<file path="config.mk">
export PLATFORM = sky130hd
export DESIGN_NAME = seg_scan_ctrl
export DESIGN_NICKNAME = d
export VERILOG_FILES = /design/src/rtl/seg_scan_pkg.sv /design/src/rtl/seg_scan_prescaler.sv /design/src/rtl/seg_scan_ctrl.sv
export SDC_FILE = /design/constraint.sdc
export NUM_CORES = 1
export LEC_CHECK = 0
export CAP_MARGIN = 10
export CORE_ASPECT_RATIO = 1.1
export CORE_MARGIN = 2
export CORE_UTILIZATION = 35
export DETAILED_ROUTE_END_ITERATION = 10
export GPL_ROUTABILITY_DRIVEN = 1
export PLACE_DENSITY = 0.58
export SYNTH_ARGS = -nofsm -noshare
export SYNTH_HDL_FRONTEND = slang
export SYNTH_SLANG_ARGS = --single-unit
</file>
<file path="constraint.sdc">
create_clock -name clk -period 2 [get_ports clk]
set_clock_uncertainty 0.15 [all_clocks]
set_input_delay 0.4 -clock clk [delete_from_list [all_inputs] [get_ports clk]]
set_output_delay 0.4 -clock clk [all_outputs]
set_load 0.02 [all_outputs]
</file>
<file path="src/rtl/seg_scan_pkg.sv">
// rtl/seg_scan_pkg.sv - shared state encoding, widths and reset constants for the 7-segment scan sequencer
package seg_scan_pkg;

  localparam int SCAN_W = 3;

  typedef enum logic [1:0] {
    ST_IDLE = 2'd0,
    ST_SHOW = 2'd1,
    ST_GAP  = 2'd2
  } scan_state_e;

  localparam logic [31:0] HEXS_RST  = 32'h0000_0000;
  localparam logic [7:0]  POINT_RST = 8'h00;
  localparam logic [7:0]  LES_RST   = 8'h00;

  // Wraps to digit 0 after the last scanned digit.
  function automatic logic [SCAN_W-1:0] next_digit(input logic [SCAN_W-1:0] cur,
                                                   input logic [SCAN_W-1:0] last);
    return (cur == last) ? '0 : cur + 1'b1;
  endfunction

endpackage

</file>
<file path="src/rtl/seg_scan_prescaler.sv">
// rtl/seg_scan_prescaler.sv - modulo-(DIV_MAX+1) counter with clear/enable and terminal-count pulse
module seg_scan_prescaler
  import seg_scan_pkg::*;
#(
  parameter int DIV_MAX = 49999,
  parameter int DIV_W   = 16
) (
  input  logic clk,
  input  logic rst,
  input  logic clr,
  input  logic en,
  output logic tc
);

  localparam logic [DIV_W-1:0] LAST = DIV_W'(DIV_MAX);

  logic [DIV_W-1:0] cnt;

  // Clear wins over enable, so a cleared counter never reports terminal count.
  assign tc = en && !clr && (cnt == LAST);

  always_ff @(posedge clk) begin
    if (rst || clr) begin
      cnt <= '0;
    end else if (en) begin
      cnt <= (cnt == LAST) ? '0 : cnt + 1'b1;
    end
  end

endmodule

</file>
<file path="src/rtl/seg_scan_ctrl.sv">
// rtl/seg_scan_ctrl.sv - scan sequencer with blank gaps and frame-boundary double buffering
// Optional PWM dimming (duty input) when SEG_SCAN_DIMMING_EN is defined.
module seg_scan_ctrl
  import seg_scan_pkg::*;
#(
  parameter int DIV_MAX   = 49999,
  parameter int DIV_W     = 16,
  parameter int BLANK_CYC = 16,
  parameter int DIGITS    = 4
) (
  input  logic              clk,
  input  logic              rst,
  input  logic              en,
  input  logic              ld_valid,
  output logic              ld_ready,
  input  logic [31:0]       hexs_in,
  input  logic [7:0]        point_in,
  input  logic [7:0]        les_in,
`ifdef SEG_SCAN_DIMMING_EN
  input  logic [3:0]        duty,
`endif
  output logic [SCAN_W-1:0] Scan,
  output logic [31:0]       Hexs,
  output logic [7:0]        point,
  output logic [7:0]        LES,
  output logic              blank,
  output logic              frame_done
);

  localparam logic [1:0] S_IDLE = 2'(ST_IDLE);
  localparam logic [1:0] S_SHOW = 2'(ST_SHOW);
  localparam logic [1:0] S_GAP  = 2'(ST_GAP);

  localparam logic [SCAN_W-1:0] LAST_DIGIT = SCAN_W'(DIGITS - 1);

  logic [1:0]  state, state_nxt;
  logic        show_tc, gap_tc;
  logic        advance, wrap, take, commit;
  logic        show_blank;
  logic [31:0] stg_hexs;
  logic [7:0]  stg_point, stg_les;

  seg_scan_prescaler #(
    .DIV_MAX (DIV_MAX),
    .DIV_W   (DIV_W)
  ) u_show_cnt (
    .clk (clk),
    .rst (rst),
    .clr (!en || (state != S_SHOW)),
    .en  (state == S_SHOW),
    .tc  (show_tc)
  );

  seg_scan_prescaler #(
    .DIV_MAX (BLANK_CYC - 1),
    .DIV_W   (8)
  ) u_gap_cnt (
    .clk (clk),
    .rst (rst),
    .clr (!en || (state != S_GAP)),
    .en  (state == S_GAP),
    .tc  (gap_tc)
  );

  always_comb begin
    state_nxt = state;
    case (state)
      S_IDLE: if (en) state_nxt = S_SHOW;
      S_SHOW: begin
        if (!en)          state_nxt = S_IDLE;
        else if (show_tc) state_nxt = S_GAP;
      end
      S_GAP: begin
        if (!en)         state_nxt = S_IDLE;
        else if (gap_tc) state_nxt = S_SHOW;
      end
      default: state_nxt = S_IDLE;
    endcase
  end

  assign advance = en && (state == S_GAP) && gap_tc;
  assign wrap    = advance && (Scan == LAST_DIGIT);
  assign take    = ld_valid && ld_ready;
  // Staging is full exactly when ld_ready is low; outside an active scan it drains immediately.
  assign commit  = !ld_ready && (wrap || !en || (state == S_IDLE));

`ifdef SEG_SCAN_DIMMING_EN
  logic [3:0] pwm_cnt, pwm_nxt;

  assign pwm_nxt    = (state == S_SHOW) ? pwm_cnt + 4'd1 : 4'd0;
  assign show_blank = (pwm_nxt >= duty);

  always_ff @(posedge clk) begin
    if (rst) begin
      pwm_cnt <= 4'd0;
    end else begin
      pwm_cnt <= (state_nxt == S_SHOW) ? pwm_nxt : 4'd0;
    end
  end
`else
  assign show_blank = 1'b0;
`endif

  always_ff @(posedge clk) begin
    if (rst) begin
      state      <= S_IDLE;
      Scan       <= '0;
      blank      <= 1'b1;
      frame_done <= 1'b0;
      ld_ready   <= 1'b1;
      Hexs       <= HEXS_RST;
      point      <= POINT_RST;
      LES        <= LES_RST;
      stg_hexs   <= HEXS_RST;
      stg_point  <= POINT_RST;
      stg_les    <= LES_RST;
    end else begin
      state      <= state_nxt;
      blank      <= (state_nxt == S_SHOW) ? show_blank : 1'b1;
      frame_done <= wrap;

      if (state_nxt == S_IDLE) begin
        Scan <= '0;
      end else if (advance) begin
        Scan <= next_digit(Scan, LAST_DIGIT);
      end

      if (take) begin
        stg_hexs  <= hexs_in;
        stg_point <= point_in;
        stg_les   <= les_in;
        ld_ready  <= 1'b0;
      end else if (commit) begin
        Hexs     <= stg_hexs;
        point    <= stg_point;
        LES      <= stg_les;
        ld_ready <= 1'b1;
      end
    end
  end

endmodule

</file>
==> results.toml, run 1 <==
[synth]
yosys_warnings = 0
asyncSetResetFlopFracSynth = 0
muxShareOfSynthArea = 0.0967
synth_top_family_by_area = "simple AND/OR/NAND/NOR gates"
number_of_synthesized_flops_with_an_enable_pin = 0
average_cell_area_after_synthesis_um2 = 9.01
syn_nets = 631
yosys_register_bits = 128
unique_masters_post_synth = 37
synth_largest_type_area_fraction = 0.494
synth_simple_gate_area_share = 0.275
synthTopCellsByArea = "sky130_fd_sc_hd__dfxtp_1 49%, sky130_fd_sc_hd__nand2b_1 12%, sky130_fd_sc_hd__mux2i_1 9.5%"
yosys.area.top_type = "sky130_fd_sc_hd__dfxtp_1"
gate_count_post_synth = 576
syn-cell-area_um2 = 5190
synth_compound_gate_area_share = 0.0564
synth_top_flop_cell = "sky130_fd_sc_hd__dfxtp_1"
synth_xor_area_frac = 0.0321
synth_adder_area_share = 0.00724
yosysSeqAreaShare = 0.494

[routing]
route.detailed.drc = 0
drt_antenna_net_count = 0
dr.first_iter.drc_count = 244
dr.pass1.iters = 4
postRouteWirelength_um = 12000
wl_per_instance_um = 13.4
vias = 4148
route.detailed.vias_per_inst = 4.65

[power]
power_density_nw_per_um2 = 889
total_power_w = 0.00642
power.static_leakage_nw = 2.61
worst_voltage_drop_across_the_vdd_grid_mv = 0.409

[worst_setup_path]
timing.critical_path.slowest_cell_delay_ns = 0.63
endpoint_kind = "output port"
critical_path_arrival_ns = 1.37
cp_top_family = "buffers and inverters"
setup.worst_path.class = "flop to output port"
startpoint_type = "flop"
worst_path_max_delay_cell = "sky130_fd_sc_hd__clkdlybuf4s50_1"
count_of_buffering_cells_on_the_critical_path_with_inverters_included = 1
chain_of_cells_forming_the_critical_path = "clkdlybuf4s50_1"
critPathRequiredTime_ns = 1.45
crit_fanout = 2

[cells_and_area]
area_growth_pct = 39.2
num-nets-final = 743
layout.area.seq_um2 = 2560
num_antenna_cells = 0
fillerInstances = 1347
design_area_um2 = 7220
drive_gt1_frac = 0.0970
multi_input_comb_area_um2 = 2450

[floorplan]
height_of_the_die_um = 132
die_x_um = 120
design.core.area_um2 = 14400
die_outline_area_um2 = 15800
floorplan.initialDensity = 0.359
io-pin-count = 106
rows = 46

[clock_tree]
cts.htree.levels = 4
clock_sinks = 128
clkLatencyLatePin_ns = 0.41
total_cts_buffers = 17
clk_pin_slew_worst_paths_ns = 0.06
cts_root_buf = "sky130_fd_sc_hd__clkbuf_16"
clock_tree.buffer_depth = 2
cts_tree = "built"

[min_path]
min-delay-path-class = "input port to flop"

[global_routing]
number_of_antenna_violations_at_the_first_check_in_global_routing = 0
grt_overflow_total = 0
grt_pass1_vias = 4002
grt_pass1_wl_um = 19400
grt_use_total = 0.155
maximum_number_of_pins_on_one_net_before_global_route_repair = 147

[timing]
drv_slew = 0
setup-violations-final = 0
final.setup.worst_slack_ns = 0.0760
relSlewSlack = 0.649
achievable-frequency_ghz = 0.520
min_period_ns = 1.92
rsz_0062_raised_after_global_routing = "false"
final.period_utilization = 0.962
worst_max_slew_pin_slew_ns = 0.527
timing_hold_violations_final = 0

[placed_design]
routabilityCongestion = 0.802
worst_setup_slack_post_dpl_ns = -0.0133
dpl_cell_area_um2 = 6550
post_dp_hpwl_um = 7980
port_buffers = 105

[run]
cap_violations = 0

[outcome]
status = "completed"
cells by family (layout without fill, tap and decap cells):
| family | count (synthesis) | in the layout |
|---|---|---|
| buffers and inverters | 42 | 167 |
| adder cells (fa/ha/maj) | 3 | 3 |
| flip-flops | 128 | 128 |
| AO/OA/AOI/OAI | 56 | 56 |
| AND/OR/NAND/NOR | 278 | 278 |
| XOR/XNOR | 19 | 19 |
| multiplexers | 50 | 50 |
routing by layer:
metal / up-vias / global-route usage / routed length [µm]
li1: 2114 / - / -
met2: 108 / 0.244 / 5570
met1: 1917 / 0.197 / 5630
met3: 9 / 0.0447 / 671
met4: 0 / 0.0627 / 123
met5: - / 0 / 0
final timing paths:
check,start,endpoint,slack (ns),cells past startpoint
worst min-delay path,rst,u_show_cnt.cnt[2],0.27,5
worst max-delay path,LES[1],LES[1],0.08,1
worst min register to register,stg_point[6],stg_point[6],0.30,2
worst max register to register,u_show_cnt.cnt[6],u_show_cnt.cnt[15],0.10,5
cell usage in the layout (no fill, tap or decap), drive strengths merged, types with 2 or more instances in the layout:
master         count
dfxtp            128
nand2            109
clkdlybuf4s50    100
nand2b            97
a21oi             52
mux2i             49
nor2              28
buf               24
clkbuf            22
xnor2             15
nand3              9
nor4               9
nand4              7
inv                6
clkinv             6
nor3               4
xor2               4
nor2b              4
nand4b             3
ha                 3
bufinv             3
o21a               2
nor3b              2
clkinvlp           2
dlygate4sd2        2
dlymetal6s2s       2
or4b               2
what timing repair did:
item | CTS | global route
cloned | 0 | 1
gates resized for setup | 2 | 4
hold buffers | 0 | 0
setup buffers | 0 | 1
pin swaps | 0 | 1
setup endpoints to repair | 2 | 42
cell usage after synthesis (all sizes together), types with 3 or more instances:
cell type / number
ha: 3
mux2i: 49
xor2: 4
dfxtp: 128
buf: 7
nor3: 4
xnor2: 15
nand3: 9
nand4: 7
nor4: 9
clkbuf: 29
nor2b: 4
nand4b: 3
a21oi: 52
nand2: 109
nand2b: 97
nor2: 28
inv: 6
stage by stage:
stage	cells	hold slack, ns	util	setup TNS [ns]
CTS	891	0.253	0.496	0
finish	893	0.272	0.500	0
global placement	859	0.292	0.453	0
floorplan	576	0.280	-	0
global route	893	0.300	0.500	0
detailed placement	859	0.297	0.453	-0.0133
cell type report:
class	count	area share
Clock buffer	21	0.0665
Clock inverter	11	0.0187
Inverter	6	0.00312
Multi-Input combinational cell	406	0.339
Sequential cell	128	0.355
Tap cell	192	0.0333
Timing Repair Buffer	129	0.185
report_power, final:
part,internal (W),switching (W)
Sequential,0.00264,0.0000485
Combinational,0.000300,0.000267
Clock,0.00208,0.00109
sequential cells by signal, indices dropped and copies added, names as in the netlist:
signal,cells
stg_hexs,32
stg_les,8
blank,1
u_gap_cnt.cnt,8
LES,8
point,8
stg_point,8
Scan,3
u_show_cnt.cnt,16
state,2
ld_ready,1
Hexs,32
frame_done,1
No activity file was read; power rests on OpenSTA's default activity.
==> run 2: changes to the inputs <==
--- a/config.mk
+++ b/config.mk
@@ -5,13 +5,14 @@
 export SDC_FILE = /design/constraint.sdc
 export NUM_CORES = 1
 export LEC_CHECK = 0
+export ABC_CLOCK_PERIOD_IN_PS = 1700
 export CAP_MARGIN = 10
 export CORE_ASPECT_RATIO = 1.1
 export CORE_MARGIN = 2
 export CORE_UTILIZATION = 35
 export DETAILED_ROUTE_END_ITERATION = 10
 export GPL_ROUTABILITY_DRIVEN = 1
-export PLACE_DENSITY = 0.58
+export PLACE_DENSITY = 0.6
 export SYNTH_ARGS = -nofsm -noshare
 export SYNTH_HDL_FRONTEND = slang
 export SYNTH_SLANG_ARGS = --single-unit
==> constraint.sdc (replaced) <==
create_clock -name clk -period 1.7 [get_ports clk]
set_clock_uncertainty 0.15 [all_clocks]
set_input_delay 0.34 -clock clk [delete_from_list [all_inputs] [get_ports clk]]
set_output_delay 0.34 -clock clk [all_outputs]
set_load 0.02 [all_outputs]
==> results.toml, run 2 (synthesized netlist as in run 1, its figures left out) <==
[outcome]
status = "finished with violations"
failed_checks = "setup timing"

[clock_tree]
clkLatencyLatePin_ns = 0.41
cts_tree = "built"
clk_pin_slew_worst_paths_ns = 0.05
cts_hold_buffers = 0
total_cts_buffers = 17
cts.htree.levels = 4
cts_root_buf = "sky130_fd_sc_hd__clkbuf_16"
clock_tree.buffer_depth = 2
clock_sinks = 128

[worst_setup_path]
critPathRequiredTime_ns = 1.89
timing.critical_path.slowest_cell_delay_ns = 0.33
chain_of_cells_forming_the_critical_path = "nor4_4 > nand4_1 > a21oi_4 > buf_12 > buf_16 > mux2i_2"
cp_top_family = "simple AND/OR/NAND/NOR gates"
rr_worst_depth = 6
startpoint_type = "flop"
worst_path_max_delay_cell = "sky130_fd_sc_hd__dfxtp_2"
count_of_buffering_cells_on_the_critical_path_with_inverters_included = 2
timing.critical_path.depth = 6
setup.worst_path.class = "flop to flop"
crit_fanout = 9
regToRegStartpoint = "u_gap_cnt.cnt[7]"
endpoint_kind = "flop"
cp-startpoint = "u_gap_cnt.cnt[7]"
critical_path_arrival_ns = 2.01

[routing]
drt_antenna_net_count = 0
route.detailed.vias_per_inst = 4.62
vias = 4291
wl_per_instance_um = 13.7
dr.first_iter.drc_count = 279
dr.pass1.iters = 5
route.detailed.drc = 0
postRouteWirelength_um = 12700

[cells_and_area]
most_common_cell_after_layout_fill_and_taps_aside = "sky130_fd_sc_hd__dfxtp_1"
most-common-layout-cells = "121 x sky130_fd_sc_hd__dfxtp_1, 108 x sky130_fd_sc_hd__nand2_1, 97 x sky130_fd_sc_hd__nand2b_1, 51 x sky130_fd_sc_hd__dlygate4sd2_1"
fillerInstances = 1321
drive_gt1_frac = 0.175
fin_cells = 929
num-nets-final = 781
area_growth_pct = 47.2
largestRegisters = "Hexs: 32 flops, stg_hexs: 32 flops, u_show_cnt.cnt: 16 flops"

[timing]
final.setup.worst_slack_ns = -0.127
final.period_utilization = 1.07
drv_slew = 0
setup-violations-final = 64
timing_hold_violations_final = 0
relSlewSlack = 0.654
worst_max_slew_pin_slew_ns = 0.519
achievable-frequency_ghz = 0.547
min_period_ns = 1.83
rsz_0062_raised_after_global_routing = "true"
timing.setup.tns_ns = -4.51

[floorplan]
die_x_um = 120
floorplan.initialDensity = 0.359
rows = 46
die_outline_area_um2 = 15800
design.core.area_um2 = 14400
io-pin-count = 106
height_of_the_die_um = 132

[global_routing]
grt_pass1_vias = 4281
globalRouteMet3Util = 0.0443
met2_usage = 0.272
grt_overflow_total = 0
use_met1 = 0.201
grt_pass1_wl_um = 20800
global_route.peak_usage_layer = "met2"
maximum_number_of_pins_on_one_net_before_global_route_repair = 147
grt_use_total = 0.166
number_of_antenna_violations_at_the_first_check_in_global_routing = 1

[placed_design]
post_dp_hpwl_um = 8130
dp_cells = 889
routabilityCongestion = 0.826
port_buffers = 105

[min_path]
hold_startpoint = "rst"
hold_depth = 4
min-delay-path-class = "input port to flop"

[power]
worst_voltage_drop_across_the_vdd_grid_mv = 0.673
power.static_leakage_nw = 3.04
power_density_nw_per_um2 = 1020

[run]
cap_violations = 0
==> run 2: final cells by class <==
type	instances	area [µm²]	area share
flip-flops and latches	128	2580	0.337
multi-input cells	407	2550	0.334
repair buffers	166	1610	0.210
clock buffers	24	512	0.0670
well taps	192	240	0.0315
clock inverters	5	125	0.0164
inverters	6	22.5	0.00295
diodes	1	2.50	0.000328
==> run 2: power breakdown <==
| part | leakage (nW) | internal, W | switching [W] |
|---|---|---|---|
| registers | 1.05 | 0.00310 | 0.0000519 |
| logic | 1.68 | 0.000383 | 0.000337 |
| clock network | 0.314 | 0.00266 | 0.00123 |
==> run 2: tightest hold or removal path, delay by kind of cell <==
kind                   cells  cell delay (ns)
AOI/OAI and AO/OA          1             0.08
buffers and inverters      2             0.27
and+or+nand+nor            1             0.06
==> run 2: worst paths after layout <==
path	to	slack, ns
worst max-delay path	point[7]	-0.13
worst min-delay path	blank	0.22
worst max register to register	point[7]	-0.13
worst min register to register	stg_hexs[19]	0.30
==> run 2: repair_timing <==
item,CTS,global route
buffers inserted,6,1
resized for setup,73,17
pin swaps,7,6
setup endpoints to repair,120,72
endpoints found under the hold margin,0,0
gates cloned,4,1
==> run 2: layer usage <==
metal / up-vias / routed length (µm) / share of wire
met5: - / 0 / 0
met4: 0 / 243 / 0.019
met3: 20 / 653 / 0.051
met2: 107 / 6220 / 0.49
met1: 1976 / 5600 / 0.44
li1: 2188 / - / -
==> run 2: stage by stage <==
stage,hold slack [ns],utilization,cell area (µm²),power (W),worst slack [ns]
6_report,0.223,0.528,7630,0.00777,-0.127
5_1_grt,0.219,0.528,7630,0.00807,-0.198
3_3_place_gp,0.292,0.471,6800,0.00387,-0.229
3_5_place_dp,0.298,0.471,6800,0.00388,-0.272
4_1_cts,0.202,0.526,7590,0.00786,-0.118
2_1_floorplan,0.258,-,5230,0.00357,-0.0684
==> run 3: changes to the inputs <==
--- a/config.mk
+++ b/config.mk
@@ -9,10 +9,10 @@
 export CAP_MARGIN = 10
 export CORE_ASPECT_RATIO = 1.1
 export CORE_MARGIN = 2
-export CORE_UTILIZATION = 35
+export CORE_UTILIZATION = 36
 export DETAILED_ROUTE_END_ITERATION = 10
 export GPL_ROUTABILITY_DRIVEN = 1
-export PLACE_DENSITY = 0.6
+export PLACE_DENSITY = 0.62
 export SYNTH_ARGS = -nofsm -noshare
 export SYNTH_HDL_FRONTEND = slang
 export SYNTH_SLANG_ARGS = --single-unit
==> results.toml, run 3 (synthesized netlist as in run 1, its figures left out) <==
[outcome]
status = "finished with violations"
failed_checks = "setup timing"

[worst_setup_path]
setup.worst_path.class = "flop to flop"
chain_of_cells_forming_the_critical_path = "nor4_4 > nand4_1 > a21oi_4 > buf_8 > buf_12 > buf_16 > mux2i_1"
timing.critical_path.slowest_cell_delay_ns = 0.33
critical_path_arrival_ns = 2.04
critPathRequiredTime_ns = 1.89
timing.critical_path.depth = 7
worst_path_max_delay_cell = "sky130_fd_sc_hd__dfxtp_2"
crit_fanout = 6
endpoint_kind = "flop"
count_of_buffering_cells_on_the_critical_path_with_inverters_included = 3
rr_worst_depth = 7
startpoint_type = "flop"
cp_top_family = "simple AND/OR/NAND/NOR gates"

[floorplan]
die_outline_area_um2 = 15400
height_of_the_die_um = 130
design.core.area_um2 = 14300
floorplan.initialDensity = 0.363
die_x_um = 118
io-pin-count = 106
rows = 46

[timing]
rsz_0062_raised_after_global_routing = "true"
worst_max_slew_pin_slew_ns = 0.465
min_period_ns = 1.85
final.period_utilization = 1.09
achievable-frequency_ghz = 0.541
timing_hold_violations_final = 0
drv_slew = 0
relSlewSlack = 0.690
final.setup.worst_slack_ns = -0.150
setup-violations-final = 65

[clock_tree]
clock_sinks = 128
clkLatencyLatePin_ns = 0.42
cts_hold_buffers = 0
clk_pin_slew_worst_paths_ns = 0.06
clock_tree.buffer_depth = 2
cts_tree = "built"
cts.htree.levels = 4
cts_root_buf = "sky130_fd_sc_hd__clkbuf_16"
total_cts_buffers = 17

[placed_design]
post_dp_hpwl_um = 8290
routabilityCongestion = 0.875
dpl_cell_area_um2 = 6790
port_buffers = 105
dp_cells = 887

[global_routing]
grt_pass1_wl_um = 20200
number_of_antenna_violations_at_the_first_check_in_global_routing = 0
maximum_number_of_pins_on_one_net_before_global_route_repair = 79
grt_overflow_total = 0
grt_pass1_vias = 4264
grt_use_total = 0.165

[min_path]
hold_depth = 2
min-delay-path-class = "input port to flop"

[routing]
dr.first_iter.drc_count = 231
route.detailed.vias_per_inst = 4.63
vias = 4315
dr.pass1.iters = 6
wl_per_instance_um = 13.3
postRouteWirelength_um = 12400
route.detailed.drc = 0
drt_antenna_net_count = 0

[power]
worst_voltage_drop_across_the_vdd_grid_mv = 0.633
total_power_w = 0.00778
power.static_leakage_nw = 3.07
power_density_nw_per_um2 = 1010

[cells_and_area]
num_antenna_cells = 0
largestRegisters = "Hexs: 32 flops, stg_hexs: 32 flops, u_show_cnt.cnt: 16 flops"
area_growth_pct = 47.9
layout.area.seq_um2 = 2580
num-nets-final = 782
multi_input_comb_area_um2 = 2540
fillerInstances = 1316
drive_gt1_frac = 0.180
fin_cells = 932
most-common-layout-cells = "119 x sky130_fd_sc_hd__dfxtp_1, 108 x sky130_fd_sc_hd__nand2_1, 97 x sky130_fd_sc_hd__nand2b_1, 51 x sky130_fd_sc_hd__dlygate4sd2_1, 50 x sky130_fd_sc_hd__clkdlybuf4s50_1"
design_area_um2 = 7670
most_common_cell_after_layout_fill_and_taps_aside = "sky130_fd_sc_hd__dfxtp_1"

[run]
cap_violations = 0
-- run 3: cell count changes in the layout (fill, tap and decap cells not counted), moves of 2 or more --
| cell | previous run | this run |
|---|---|---|
| sky130_fd_sc_hd__or2_4 | 2 | 0 |
| sky130_fd_sc_hd__dfxtp_2 | 5 | 7 |
| sky130_fd_sc_hd__dfxtp_1 | 121 | 119 |
| sky130_fd_sc_hd__nor3b_2 | 2 | 0 |
| sky130_fd_sc_hd__clkbuf_8 | 6 | 1 |
| sky130_fd_sc_hd__buf_8 | 0 | 3 |
| sky130_fd_sc_hd__buf_4 | 50 | 46 |
| sky130_fd_sc_hd__clkinv_2 | 1 | 3 |
| sky130_fd_sc_hd__clkinvlp_4 | 0 | 2 |
| sky130_fd_sc_hd__nor3b_1 | 0 | 2 |
| sky130_fd_sc_hd__buf_6 | 0 | 5 |
| sky130_fd_sc_hd__mux2i_1 | 47 | 49 |
| sky130_fd_sc_hd__clkinv_4 | 0 | 3 |
| sky130_fd_sc_hd__mux2i_2 | 2 | 0 |
-- run 3: routing by layer --
| metal | GRT usage | wire length, µm |
|---|---|---|
| met5 | 0 | 0 |
| met2 | 0.269 | 5790 |
| met4 | 0.0672 | 238 |
| met1 | 0.203 | 5760 |
| met3 | 0.0511 | 625 |
-- run 3: final cells by class --
cell class                      instances  area share
Multi-Input combinational cell        406       0.332
Tap cell                              192      0.0313
Sequential cell                       128       0.336
Inverter                                6     0.00294
Clock buffer                           19      0.0605
Clock inverter                         13      0.0238
Timing Repair Buffer                  168       0.213
-- run 3: repair_timing --
action                                  in CTS  in global routing
endpoints found under the setup margin     120                 70
buffers inserted                             7                  6
pin swaps                                   15                 12
gates cloned                                 4                  0
gates resized for setup                     80                 22
-- run 3: power by group --
| part | internal, W | switching [W] | leakage [nW] |
|---|---|---|---|
| logic | 0.000392 | 0.000339 | 1.71 |
| registers | 0.00310 | 0.0000524 | 1.05 |
| clock network | 0.00258 | 0.00132 | 0.314 |
| total | 0.00607 | 0.00171 | 3.07 |
-- run 3: stage by stage --
step	utilization	TNS (ns)	hold slack (ns)	worst slack (ns)
after floorplan	-	-0.658	0.258	-0.0684
after global placement	0.475	-13.63	0.292	-0.261
after detailed placement	0.475	-16.79	0.297	-0.315
after CTS	0.533	-8.40	0.0572	-0.178
after global routing	0.537	-10.56	0.0648	-0.231
final	0.537	-5.90	0.0617	-0.150
-- run 3: final timing paths --
| kind | start | end | slack (ns) |
|---|---|---|---|
| min | rst | stg_les[3] | 0.06 |
| max reg2reg | u_gap_cnt.cnt[7] | Hexs[11] | -0.15 |
| max | u_gap_cnt.cnt[7] | Hexs[11] | -0.15 |
| min reg2reg | stg_hexs[23] | stg_hexs[23] | 0.30 |
